File: config.mk
export PLATFORM = sky130hd
export DESIGN_NAME = tape_player
export DESIGN_NICKNAME = d
export VERILOG_FILES = /design/src/rtl/tape_player_pkg.sv /design/src/rtl/tape_tick_gen.sv /design/src/rtl/tape_player.sv
export SDC_FILE = /design/constraint.sdc
export NUM_CORES = 1
export LEC_CHECK = 0
export ABC_CLOCK_PERIOD_IN_PS = 4600
export BUFFER_PORTS_ARGS = -buffer_cell sky130_fd_sc_hd__buf_4
export CORE_ASPECT_RATIO = 0.9
export CORE_UTILIZATION = 51
export DETAILED_ROUTE_END_ITERATION = 16
export HOLD_SLACK_MARGIN = 0.06
export PLACE_DENSITY = 0.68
export SLEW_MARGIN = 20
export SYNTH_ARGS = -nofsm -noshare
export SYNTH_HDL_FRONTEND = slang
export SYNTH_SLANG_ARGS = --single-unit
File: constraint.sdc
create_clock -name clock -period 4.6 [get_ports clock]
set_input_delay 0.46 -clock clock [delete_from_list [all_inputs] [get_ports clock]]
set_output_delay 0.46 -clock clock [all_outputs]
set_load 0.03 [all_outputs]
File: src/rtl/tape_player_pkg.sv
// Shared definitions for the tape transmitter: FSM state encoding,
// standard ROM timing defaults and counter widths.
package tape_player_pkg;

   typedef enum logic [2:0] {
      S_IDLE,
      S_PILOT,
      S_SYNC1,
      S_SYNC2,
      S_DATA,
      S_PAUSE
   } tape_state_t;

   // Duration counter must hold the 1 s pause in T-states.
   localparam int DUR_W  = 22;
   localparam int PCNT_W = 13;

   localparam int STD_CLK_PER_T  = 4;
   localparam int STD_PILOT_T    = 2168;
   localparam int STD_SYNC1_T    = 667;
   localparam int STD_SYNC2_T    = 735;
   localparam int STD_ZERO_T     = 855;
   localparam int STD_ONE_T      = 1710;
   localparam int STD_PILOT_HDR  = 8063;
   localparam int STD_PILOT_DATA = 3223;
   localparam int STD_PAUSE_T    = 3500000;

endpackage

File: src/rtl/tape_tick_gen.sv
// T-state prescaler: one tick every CLK_PER_T clocks while en is high.
// Ports: clock, reset (async, low), en, turbo (tick every clock) -> tick.
module tape_tick_gen #(
   parameter int CLK_PER_T = 4
) (
   input  logic clock,
   input  logic reset,
   input  logic en,
   input  logic turbo,
   output logic tick
);

   localparam int CW = (CLK_PER_T > 1) ? $clog2(CLK_PER_T) : 1;
   localparam logic [CW-1:0] LAST = CW'(CLK_PER_T - 1);

   logic [CW-1:0] cnt;
   // turbo is only sampled at tick boundaries so a tick is never cut short.
   logic          turbo_q;

   assign tick = en && (turbo_q || (cnt == LAST));

   always_ff @(posedge clock or negedge reset) begin
      if (!reset) begin
         cnt     <= '0;
         turbo_q <= 1'b0;
      end else if (!en || tick) begin
         cnt     <= '0;
         turbo_q <= turbo;
      end else begin
         cnt     <= cnt + 1'b1;
      end
   end

endmodule

File: src/rtl/tape_player.sv
// ZX ROM-standard tape waveform transmitter (pilot, sync, data, pause).
// Ports: clock, reset (async, low), stop, byte_data/valid/last/ready,
// tape_level, busy, underrun; turbo only when TAPE_TURBO_EN is defined.
module tape_player
   import tape_player_pkg::*;
#(
   parameter int CLK_PER_T  = STD_CLK_PER_T,
   parameter int PILOT_T    = STD_PILOT_T,
   parameter int SYNC1_T    = STD_SYNC1_T,
   parameter int SYNC2_T    = STD_SYNC2_T,
   parameter int ZERO_T     = STD_ZERO_T,
   parameter int ONE_T      = STD_ONE_T,
   parameter int PILOT_HDR  = STD_PILOT_HDR,
   parameter int PILOT_DATA = STD_PILOT_DATA,
   parameter int PAUSE_T    = STD_PAUSE_T
) (
   input  logic       clock,
   input  logic       reset,
   input  logic       stop,
   input  logic [7:0] byte_data,
   input  logic       byte_valid,
   input  logic       byte_last,
`ifdef TAPE_TURBO_EN
   input  logic       turbo,
`endif
   output logic       byte_ready,
   output logic       tape_level,
   output logic       busy,
   output logic       underrun
);

   tape_state_t       state;
   logic [DUR_W-1:0]  dur;
   logic [PCNT_W-1:0] pilot;
   logic [7:0]        shreg;
   logic [2:0]        bit_cnt;
   logic              half;
   logic              last_q;
   // Holds byte_ready low until the first clock after reset release.
   logic              armed;
   logic              tick;
   logic              turbo_sel;
   logic              expire;
   logic              byte_end;
   logic              accept;

`ifdef TAPE_TURBO_EN
   assign turbo_sel = turbo;
`else
   assign turbo_sel = 1'b0;
`endif

   tape_tick_gen #(
      .CLK_PER_T(CLK_PER_T)
   ) u_tick (
      .clock(clock),
      .reset(reset),
      .en   (busy),
      .turbo(turbo_sel),
      .tick (tick)
   );

   function automatic logic [DUR_W-1:0] bit_len(input logic b);
      return b ? DUR_W'(ONE_T) : DUR_W'(ZERO_T);
   endfunction

   assign busy     = (state != S_IDLE);
   assign expire   = tick && (dur == DUR_W'(1));
   assign byte_end = (state == S_DATA) && expire && half &&
                     (bit_cnt == 3'd0);
   // Mid-block ready is only offered on the clock the byte finishes.
   assign byte_ready = armed && !stop &&
                       ((state == S_IDLE) || (byte_end && !last_q));
   assign accept     = byte_valid && byte_ready;

   always_ff @(posedge clock or negedge reset) begin
      if (!reset) begin
         state      <= S_IDLE;
         dur        <= '0;
         pilot      <= '0;
         shreg      <= '0;
         bit_cnt    <= '0;
         half       <= 1'b0;
         last_q     <= 1'b0;
         armed      <= 1'b0;
         tape_level <= 1'b0;
         underrun   <= 1'b0;
      end else begin
         armed <= 1'b1;
         if (stop) begin
            state      <= S_IDLE;
            tape_level <= 1'b0;
            dur        <= '0;
            pilot      <= '0;
            bit_cnt    <= '0;
            half       <= 1'b0;
         end else begin
            unique case (state)
               S_IDLE: begin
                  if (accept) begin
                     shreg    <= byte_data;
                     last_q   <= byte_last;
                     underrun <= 1'b0;
                     pilot    <= byte_data[7] ? PCNT_W'(PILOT_DATA)
                                              : PCNT_W'(PILOT_HDR);
                     dur      <= DUR_W'(PILOT_T);
                     state    <= S_PILOT;
                  end
               end
               S_PILOT: begin
                  if (expire) begin
                     tape_level <= ~tape_level;
                     if (pilot == PCNT_W'(1)) begin
                        dur   <= DUR_W'(SYNC1_T);
                        state <= S_SYNC1;
                     end else begin
                        pilot <= pilot - 1'b1;
                        dur   <= DUR_W'(PILOT_T);
                     end
                  end else if (tick) begin
                     dur <= dur - 1'b1;
                  end
               end
               S_SYNC1: begin
                  if (expire) begin
                     tape_level <= ~tape_level;
                     dur        <= DUR_W'(SYNC2_T);
                     state      <= S_SYNC2;
                  end else if (tick) begin
                     dur <= dur - 1'b1;
                  end
               end
               S_SYNC2: begin
                  if (expire) begin
                     tape_level <= ~tape_level;
                     dur        <= bit_len(shreg[7]);
                     bit_cnt    <= 3'd7;
                     half       <= 1'b0;
                     state      <= S_DATA;
                  end else if (tick) begin
                     dur <= dur - 1'b1;
                  end
               end
               S_DATA: begin
                  if (expire) begin
                     tape_level <= ~tape_level;
                     if (!half) begin
                        half <= 1'b1;
                        dur  <= bit_len(shreg[7]);
                     end else if (bit_cnt != 3'd0) begin
                        half    <= 1'b0;
                        bit_cnt <= bit_cnt - 1'b1;
                        shreg   <= {shreg[6:0], 1'b0};
                        dur     <= bit_len(shreg[6]);
                     end else if (accept) begin
                        half    <= 1'b0;
                        bit_cnt <= 3'd7;
                        shreg   <= byte_data;
                        last_q  <= byte_last;
                        dur     <= bit_len(byte_data[7]);
                     end else begin
                        // Block ended or source starved: silence.
                        half       <= 1'b0;
                        underrun   <= underrun | ~last_q;
                        tape_level <= 1'b0;
                        dur        <= DUR_W'(PAUSE_T);
                        state      <= S_PAUSE;
                     end
                  end else if (tick) begin
                     dur <= dur - 1'b1;
                  end
               end
               S_PAUSE: begin
                  if (expire) begin
                     dur   <= '0;
                     state <= S_IDLE;
                  end else if (tick) begin
                     dur <= dur - 1'b1;
                  end
               end
               default: begin
                  state      <= S_IDLE;
                  tape_level <= 1'b0;
               end
            endcase
         end
      end
   end

endmodule

Word level (Yosys, flattened, before mapping)
Cells that the tools add are included.
- output and inout bits: 4
- input bits: 13
- logic and storage cells: 149
- register bits after elaboration: 56
- bitwise operators: 4
- multiplexer cells: 70
- add/subtract/negate cells: 4
- reductions and logical operators: 33
- equal/unequal tests: 27
- operators by type and width (kind ; number):
    22-bit two-way mux ; 11
    22-bit case mux with 6 select lines ; 1
    13-bit two-way mux ; 5
    3-bit two-way mux ; 17
    11-bit two-way mux ; 3
    3-bit inequality test (second input constant) ; 11
    8-bit two-way mux ; 4
    13-bit case mux with 2 select lines ; 1
    22-bit by 1-bit == test with 1-bit output (second input constant) ; 1
    22-bit by 1-bit subtractor with 22-bit output (second input constant) ; 1
    1-bit two-way mux ; 19
    3-bit case mux with 6 select lines ; 1
    8-bit case mux with 2 select lines ; 1
    13-bit by 1-bit == test with 1-bit output (second input constant) ; 1
    13-bit by 1-bit subtractor with 13-bit output (second input constant) ; 1
    12-bit two-way mux ; 1
    3-bit nonzero test ; 4
    2-bit inequality test (second input constant) ; 5
    10-bit AND reduction ; 1
    5-bit AND reduction ; 2
    1-bit logical AND ; 9
    4-bit AND reduction ; 2
    7-bit AND reduction ; 1
    7-bit nonzero test ; 1
    23 further kinds ; 34

Depth between registers and ports, before layout
Gate-level depths: netlist of the first run.
- word-level depth: 16
- mapped depth: 11
- gate-level depth less buffers: 8

By module
From an unflattened synthesis of the first run, not the netlist that was laid out.
- cell total of the unflattened synthesis: 473
- area total of the unflattened synthesis: 3940.0 µm²
- modules (own cells, without submodules) (module ; area an instance (µm²) ; times used ; cells an instance):
    tape_player ; 3811.2 ; 1 ; 464
    tape_tick_gen ; 128.9 ; 1 ; 9

Worst setup path after synthesis of the first run
OpenSTA, ideal clock, no wires.
- kind: flip-flop to output port
- start point: reg dur[1]
- end point: out byte_ready
- slack: 1712 ps
- cell stages (with the launch flop): 9
- buffers on the path: 1
- data arrival time: 2428 ps
- data required time: 4140 ps
- path through: dfrtp_1 -> inv_1 -> ha_1 -> nor4b_2 -> nand4_2 -> nor2_1 -> buf_2 -> a31oi_1 -> nor3b_1
- cells in the longest elaborated chain, start to end: 8
- RTL lines (element ; RTL line ; text):
    start: declaration ; tape_player.sv:33 ; logic [DUR_W-1:0] dur;
    start signal: assignment ; tape_player.sv:106 ; dur <= DUR_W'(PILOT_T);
    start signal: assignment ; tape_player.sv:114 ; dur <= DUR_W'(SYNC1_T);
    start signal: assignment ; tape_player.sv:118 ; dur <= DUR_W'(PILOT_T);
    22-bit by 1-bit == test with 1-bit output ; tape_player.sv:68 ; assign expire = tick && (dur == DUR_W'(1));
    1-bit logical AND ; tape_player.sv:68 ;
    1-bit logical AND (3 in a row) ; tape_player.sv:69 ; assign byte_end = (state == S_DATA) && expire && half &&
    1-bit logical AND ; tape_player.sv:73 ; ((state == S_IDLE) || (byte_end && !last_q));
    1-bit logical OR ; tape_player.sv:73 ;
    1-bit logical AND ; tape_player.sv:72 ; assign byte_ready = armed && !stop &&
    end: declaration ; tape_player.sv:26 ; output logic byte_ready,
Every way passes these cells.

Worst setup path in the final report of the first run
- start point: reg state[2]
- end point: reg dur[3]
- cells in the longest elaborated chain, start to end: 16
- RTL lines (element ; RTL line ; text):
    start: declaration ; tape_player.sv:32 ; tape_state_t state;
    start signal: assignment ; tape_player.sv:78 ; state <= S_IDLE;
    start signal: assignment ; tape_player.sv:91 ; state <= S_IDLE;
    start signal: assignment ; tape_player.sv:107 ; state <= S_PILOT;
    3-bit nonzero test ; tape_player.sv:67 ; assign busy = (state != S_IDLE);
    1-bit logical AND ; tape_tick_gen.sv:20 ; assign tick = en && (turbo_q || (cnt == LAST));
    1-bit logical AND ; tape_player.sv:68 ;
    1-bit logical AND (3 in a row) ; tape_player.sv:69 ;
    1-bit logical AND ; tape_player.sv:73 ;
    1-bit logical OR ; tape_player.sv:73 ;
    1-bit logical AND ; tape_player.sv:72 ;
    1-bit logical AND ; tape_player.sv:74 ; assign accept = byte_valid && byte_ready;
    22-bit two-way mux ; tape_player.sv:155 ; end else if (accept) begin
    22-bit two-way mux ; tape_player.sv:150 ; end else if (bit_cnt != 3'd0) begin
    22-bit two-way mux ; tape_player.sv:147 ; if (!half) begin
    22-bit two-way mux ; tape_player.sv:145 ; if (expire) begin
    22-bit case mux with 6 select lines ; tape_player.sv:98 ; unique case (state)
    22-bit two-way mux ; tape_player.sv:90 ; if (stop) begin
    end signal: assignment ; tape_player.sv:106 ;
    end signal: assignment ; tape_player.sv:149 ; dur <= bit_len(shreg[7]);
    end signal: assignment ; tape_player.sv:154 ; dur <= bit_len(shreg[6]);
Several ways; a longest one is shown, not always the timed one.
A chain may end at the register's enable or synchronous reset.

==> results of run 1 <==
## flip-flops by register name, summed over array words and instances (netlist names)
name and flops:
pilot 13, dur 22, half 1, last_q 1, u_tick.cnt 2, armed 1, shreg 8, tape_level 1
bit_cnt 3, underrun 1, state 3
## per-layer routing
metal,share of wire (%),wire length (um),vias up
li1,-,-,1827
met1,45,4968,1890
met2,46,5051,182
met3,7.5,832,32
met4,1.7,189,0
met5,0,0,-
## kinds of logic (layout without fill, tap and decap cells)
group                    after synthesis  count (layout)
adder cells (fa/ha/maj)                7               7
AO/OA/AOI/OAI                        167             167
other                                  1               1
buffers and inverters                 52              46
AND/OR/NAND/NOR                      201             201
flip-flops                            56              56
XOR/XNOR                               5               5
multiplexers                           5               5
## cell usage in the layout (no fill, tap or decap), types with 3 or more instances in the layout
| cell | instances |
|---|---|
| dfrtp_1 | 56 |
| o21ai_0 | 52 |
| nor2_1 | 49 |
| nand2_1 | 44 |
| a21oi_1 | 33 |
| buf_4 | 21 |
| nor3_1 | 18 |
| inv_1 | 16 |
| nand3_1 | 16 |
| a31oi_1 | 10 |
| nor4_1 | 9 |
| and3_1 | 8 |
| a22oi_1 | 8 |
| o211ai_1 | 7 |
| ha_1 | 7 |
| or3_1 | 6 |
| and2_1 | 5 |
| nor2b_1 | 5 |
| clkbuf_8 | 5 |
| nor3b_1 | 4 |
| a211oi_1 | 4 |
| a221o_1 | 4 |
| mux2i_1 | 4 |
| xnor2_1 | 4 |
| nand2b_1 | 3 |
| nor4_2 | 3 |
| and4_1 | 3 |
| a211o_1 | 3 |
| a41oi_1 | 3 |
| a311oi_1 | 3 |
| o41ai_1 | 3 |
| o22ai_1 | 3 |
| nand4_1 | 3 |
| o31a_1 | 3 |
| o21a_1 | 3 |
| a21o_1 | 3 |
| nand4b_1 | 3 |
| a2111oi_0 | 3 |
## final timing paths
path | from | to | cells past startpoint
worst max-delay path | state[2]$_DFFE_PN0P_ | dur[3]$_DFFE_PN0P_ | 7
worst min-delay path | reset | dur[15]$_DFFE_PN0P_ | 1
worst max register to register | state[2]$_DFFE_PN0P_ | dur[3]$_DFFE_PN0P_ | 7
worst min register to register | u_tick.cnt[0]$_DFF_PN0_ | u_tick.cnt[0]$_DFF_PN0_ | 1
max in group asynchronous | reset | dur[0]$_DFFE_PN0P_ | 1
min in group clock | byte_last | last_q$_DFFE_PN0P_ | 2
## power groups by stage
stage / logic (uW) / clock network, uW / registers [uW]
after floorplan: 390 / 0 / 626
after global placement: 515 / 0 / 642
after detailed placement: 519 / 0 / 644
after CTS: 521 / 340 / 635
after global routing: 585 / 361 / 647
final: 531 / 334 / 637
## through the flow
step                      instances  setup WS, ps
after floorplan                 494          1712
after global placement          576          1132
after detailed placement        576          1035
after CTS                       584          1008
after global routing            584         695.0
final                           584         949.2
## synthesized netlist by cell type (4+ instances only)
cell       n
a211oi_1   4
a21oi_1   33
a221o_1    4
a22oi_1    8
a31oi_1   10
and2_1     5
and3_1     8
buf_2     14
clkbuf_1  18
dfrtp_1   56
ha_1       7
inv_1     16
mux2i_1    4
nand2_1   44
nand3_1   16
nor2_1    49
nor2b_1    5
nor3_1    18
nor3b_1    4
nor4_1     9
o211ai_1   7
o21ai_0   52
or3_1      6
xnor2_1    4
## cell type report
type / instances / area, um^2
tap: 96 / 120.1
inverter: 17 / 63.81
multi-input combinational: 386 / 2397
fill: 716 / 3334
sequential: 56 / 1401
clock buffer: 6 / 72.57
timing repair buffer: 21 / 157.7
clock inverter: 2 / 35.03
## worst register-to-register path, stage by stage, from the launching register on
cell and delay [ps]:
dfrtp_1 720, nor3_4 680, inv_1 350, and4_1 370
nand2_1 660, a21oi_1 160, a211o_1 300, a221o_1 310
==> results.md, run 1 <==
- Seq pwr share: 42.4%
- Residual DRC: 0
- Full die area: 8255 um^2
- Synth Flop Type: dfrtp_1
- Req. time, crit path: 4810 ps
- Cts hold-fix bufs: 0
- Fin nets: 507
- Synth Warn #: 0
- Critical Path AT: 3860 ps
- P_int: 914.3 uW
- Synth Area in XOR/XNOR: 1.088%
- Yosys reg bits: 56
- Total of max-cap violations: 0
- Total CTS buffers: 5
- M3 GR Usage: 3.772%
- Largest fanout on the critical path: 27
- # rows: 30
- PD cells: 353.7 nW/um^2
- Adder-Cell Fraction of Synth Area: 2.175%
- Final period util: 79.36%
- Root Buffer: clkbuf_8
- Final setup fails: 0
- Top cell type's share of synthesized area: 34.80%
- Proportion of synthesized area in mux cells: 1.274%
- Overall Power: 1502 uW
- Die X-Extent: 95.66 um
- Slew @ Worst Pin: 867.2 ps
- Max IR drop VDD: 0.2128 mV
- Syn Area/Cell: 8.151 um^2
- Synth Area in Compound Gates: 27.32%
- Clk sinks: 56
- Largest area contributor in the netlist: dfrtp_1
- Worst Path Buf+Inv: 1
- First-pass GRT wire length: 18160 um
- Clock latency on the worst-skew pair: 320 ps
- Clock slew at reported path FFs: 100 ps
- Leak: 0.001678 uW
- Clk network pwr share: 22.3%
- Distinct cells, synth: 81
- CTS Buffer Depth: 2
- Fin. Hold Viols: 0
- Wire per inst: 18.91 um
- Largest net degree at the start of global routing: 57
- Starting Density: 53.10%
- Drt first-iter violations: 444
- Critical path class: flip-flop to flip-flop
- Share of flip-flops with an asynchronous set or reset: 100.0%
- Layout cells sized above 1: 10.25%
- Crit-path cells: nor3_4, inv_1, and4_1, nand2_1, a21oi_1, a211o_1, a221o_1
- Comb power frac: 35.3%
- Setup_tns: 0 ps
- Top Usage Layer GRT: met2
- Reg2Reg Setup Slack: 950 ps
- Slowest cell on crit path: dfrtp_1
- Post-synthesis sequential area ratio: 34.80%
- GR Util met2: 43.31%
- Minimum clock period: 3651 ps
- Hold slack: 175.5 ps
- Sw frac: 39.15%
- Final core utilization: 56.02%
- Cts repair resizes: 0
- CTS tree: built
- Mapped Cells: 494
- Slew Viols, Final: 0
- Area contributors post-synth: dfrtp_1, o21ai_0, nor2_1
- Met1 Usage GRT: 41.31%
- Number of nets with antenna violations after routing: 0
- Vias in the first global route: 3568
- Main combinational cell family by area after synthesis: simple AND/OR/NAND/NOR gates
- IO Port Bufs: 16
- Peak per-stage delay on the critical path: 720 ps
- Net Count, Synth: 514
- Setup Skew: 14.29 ps
- Area grow syn2layout: 5.500%
- Die H: 86.30 um
- Final Cell Area: 4248 um^2
- Via count: 3931
- RSZ-0062 raised after global routing: false
- HP Class: primary input to async pin
- Outcome: finished, final reports clean
- GPL Wtd Cong: 0.9421
- Placed Area: 4140 um^2
- Vias per inst: 6.731
- Post-Syn Area: 4026 um^2
- Detailed placement HPWL: 7539 um
- Type of origin of the critical path: flip-flop
- Detailed Routing Iterations Pass 1: 6
- CTS H-tree lvls: 2
- Initial antenna violation count: 0
- Cell family with most CP delay: simple AND/OR/NAND/NOR gates
- I/O pin count: 17
- Total grt overflow: 0
- Max frequency: 273.9 MHz
- Psw: 588.2 uW
- GR Util All Layers: 28.04%
- Post-CTS Setup Bufs: 0
- Diode count: 0
- Post-synth EDFFs: 0
- Crit. End Element: flip-flop
- Simple-gate portion of the synthesized area: 27.59%
- Worst slew margin: 42.19%
- Drt total wl: 11040 um
- Core area: 7582 um^2
Power figures use the tool's default switching activity.
==> inputs of run 2 (changes only) <==
Settings changed: ABC_CLOCK_PERIOD_IN_PS 4600 to 3200, PLACE_DENSITY 0.68 to 0.71.
Clock period 4.6 ns to 3.2 ns, I/O delays scaled along.
==> run 2 against run 1 <==
Compared with the run above: critical endpoint is now byte_ready; power increased by 48%; highest routed layer unchanged; via count up 1.0%; combinational power grew 47%.
==> results.md, run 2 (same netlist as run 1, synthesis figures left out) <==
- Outcome: finished, final reports clean
- Critical path class: flip-flop to output port
- Full die area: 8255 um^2 (unchanged)
- CTS H-tree lvls: 2 (unchanged)
- Die X-Extent: 95.66 um (unchanged)
- Reg with most FFs: dur
- Initial antenna violation count: 0 (unchanged)
- Wire per inst: 18.28 um (-3.3%)
- Crit-path cells: buf_4, or3b_2, nor3_1, a31oi_1, nor3b_1, buf_4
- Final setup fails: 0 (unchanged)
- Type of origin of the critical path: flip-flop
- Total CTS buffers: 5 (unchanged)
- Placed Area: 4200 um^2 (+1.5%)
- Residual DRC: 0 (unchanged)
- Cts hold-fix bufs: 0 (unchanged)
- Core area: 7582 um^2 (unchanged)
- Vias per inst: 6.708 (-0.35%)
- GPL Wtd Cong: 0.9438 (+0.18%)
- PD cells: 512.2 nW/um^2 (+45%)
- RSZ-0062 raised after global routing: false
- Drt first-iter violations: 362 (-18%)
- Final Cell Area: 4327 um^2 (+1.9%)
- Diode count: 0 (unchanged)
- Max frequency: 350.8 MHz
- Max IR drop VDD: 0.3164 mV (+49%)
- RR Startpoint: dur[1]$_DFFE_PN0P_
- Setup Skew: 4.354 ps (-9.938 ps)
- Critical Path AT: 2530 ps (-1330 ps)
- Clock slew at reported path FFs: 100 ps (about the same)
- Cts repair resizes: 0 (unchanged)
- Post-CTS Setup Bufs: 0 (unchanged)
- Fin nets: 515 (+1.6%)
- Clock latency on the worst-skew pair: 310 ps (about the same)
- I/O pin count: 17 (unchanged)
- CTS Buffer Depth: 2 (unchanged)
- Number of nets with antenna violations after routing: 0 (unchanged)
- Leak: 0.001727 uW (+2.9%)
- CP Launch Point: state[2]$_DFFE_PN0P_
- Slowest cell on crit path: dfrtp_1
- Top flop regs: dur x22, pilot x13, shreg x8
- Commonest non-fill, non-tap cell in the layout: dfrtp_1
- Root Buffer: clkbuf_8
- CTS tree: built
- Detailed placement HPWL: 7758 um (+2.9%)
- Fin. Hold Viols: 0 (unchanged)
- Minimum clock period: 2851 ps
- Req. time, crit path: 2880 ps (-1930 ps)
- Overall Power: 2216 uW (+48%)
- Total grt overflow: 0 (unchanged)
- Worst slew margin: 50.27% (+8.1 points)
- Final period util: 89.08%
- GR Util All Layers: 27.77% (-0.27 points)
- Slew Viols, Final: 0 (unchanged)
- IO Port Bufs: 16 (unchanged)
- Via count: 3971 (+1.0%)
- Largest net degree at the start of global routing: 57 (unchanged)
- Most frequent CP cell: buf_4
- Peak per-stage delay on the critical path: 550 ps (-170 ps)
- Starting Density: 53.10% (unchanged)
- Clk sinks: 56 (unchanged)
- Drt total wl: 10820 um (-2.0%)
- Detailed Routing Iterations Pass 1: 5 (-1)
- Most frequent cells in the layout: dfrtp_1, o21ai_0, nor2_1
- Largest fanout on the critical path: 9 (-67%)
- Total of max-cap violations: 0 (unchanged)
- Reg2Reg Setup Slack: 420 ps (-530 ps)
- Crit. End Element: output port
- Setup_tns: 0 ps (unchanged)
- HP Class: primary input to async pin
- First-pass GRT wire length: 18180 um (+0.12%)
- Layout cells sized above 1: 11.90% (+1.6 points)
- # rows: 30 (unchanged)
- Area grow syn2layout: 7.458%
- Slew @ Worst Pin: 746.0 ps (-121.1 ps)
- Max reg flops: 22 (unchanged)
- Die H: 86.30 um (unchanged)
- Vias in the first global route: 3672 (+2.9%)
-- run 2: metal layers --
layer  vias up  GRT usage (%)  routed length, um
met4         0          7.870                213
met5         -              0                  0
li1       1839              -                  -
met2       198          41.56               4834
met3        21          5.965                846
met1      1913          40.36               4928
-- run 2: path summary, 6_finish.rpt --
check / end / cells past startpoint
worst min register to register: u_tick.cnt[0]$_DFF_PN0_ / 1
max in group asynchronous: dur[3]$_DFFE_PN0P_ / 1
worst min-delay path: pilot[2]$_DFFE_PN0P_ / 1
min in group clock: last_q$_DFFE_PN0P_ / 2
worst max-delay path: byte_ready / 6
worst max register to register: dur[4]$_DFFE_PN0P_ / 8
-- run 2: worst max-delay path: cells and delay by family (launching register included) --
family,cells,cell delay (ps)
AND/OR/NAND/NOR,3,1110
flip-flops,1,550
buffers and inverters,2,410
AO/OA/AOI/OAI,1,150
-- run 2: report_power, final --
part	internal [uW]	leakage (uW)	switching, uW
clock network	277	0.0000645	235
registers	804	0.000755	118
logic	294	0.000908	489
total	1370	0.00173	842
-- run 2: area by class of cell --
class | instances | area [um^2]
clock buffers | 7 | 96.34
clock inverters | 1 | 30.03
fillers | 709 | 3256
inverters | 17 | 63.81
multi-input cells | 386 | 2397
flip-flops and latches | 56 | 1401
well taps | 96 | 120.1
repair buffers | 29 | 217.7
-- run 2: metrics by stage --
step | hold WS, ps | util, % | cells | setup slack, ps
2_1_floorplan | 24.41 | - | 494 | 452.3
3_3_place_gp | 424.9 | 55.40 | 584 | 541.9
3_5_place_dp | 432.8 | 55.40 | 584 | 538.4
4_1_cts | 100.8 | 57.06 | 592 | 373.5
5_1_grt | 126.4 | 57.06 | 592 | 175.1
6_report | 46.72 | 57.06 | 592 | 349.5
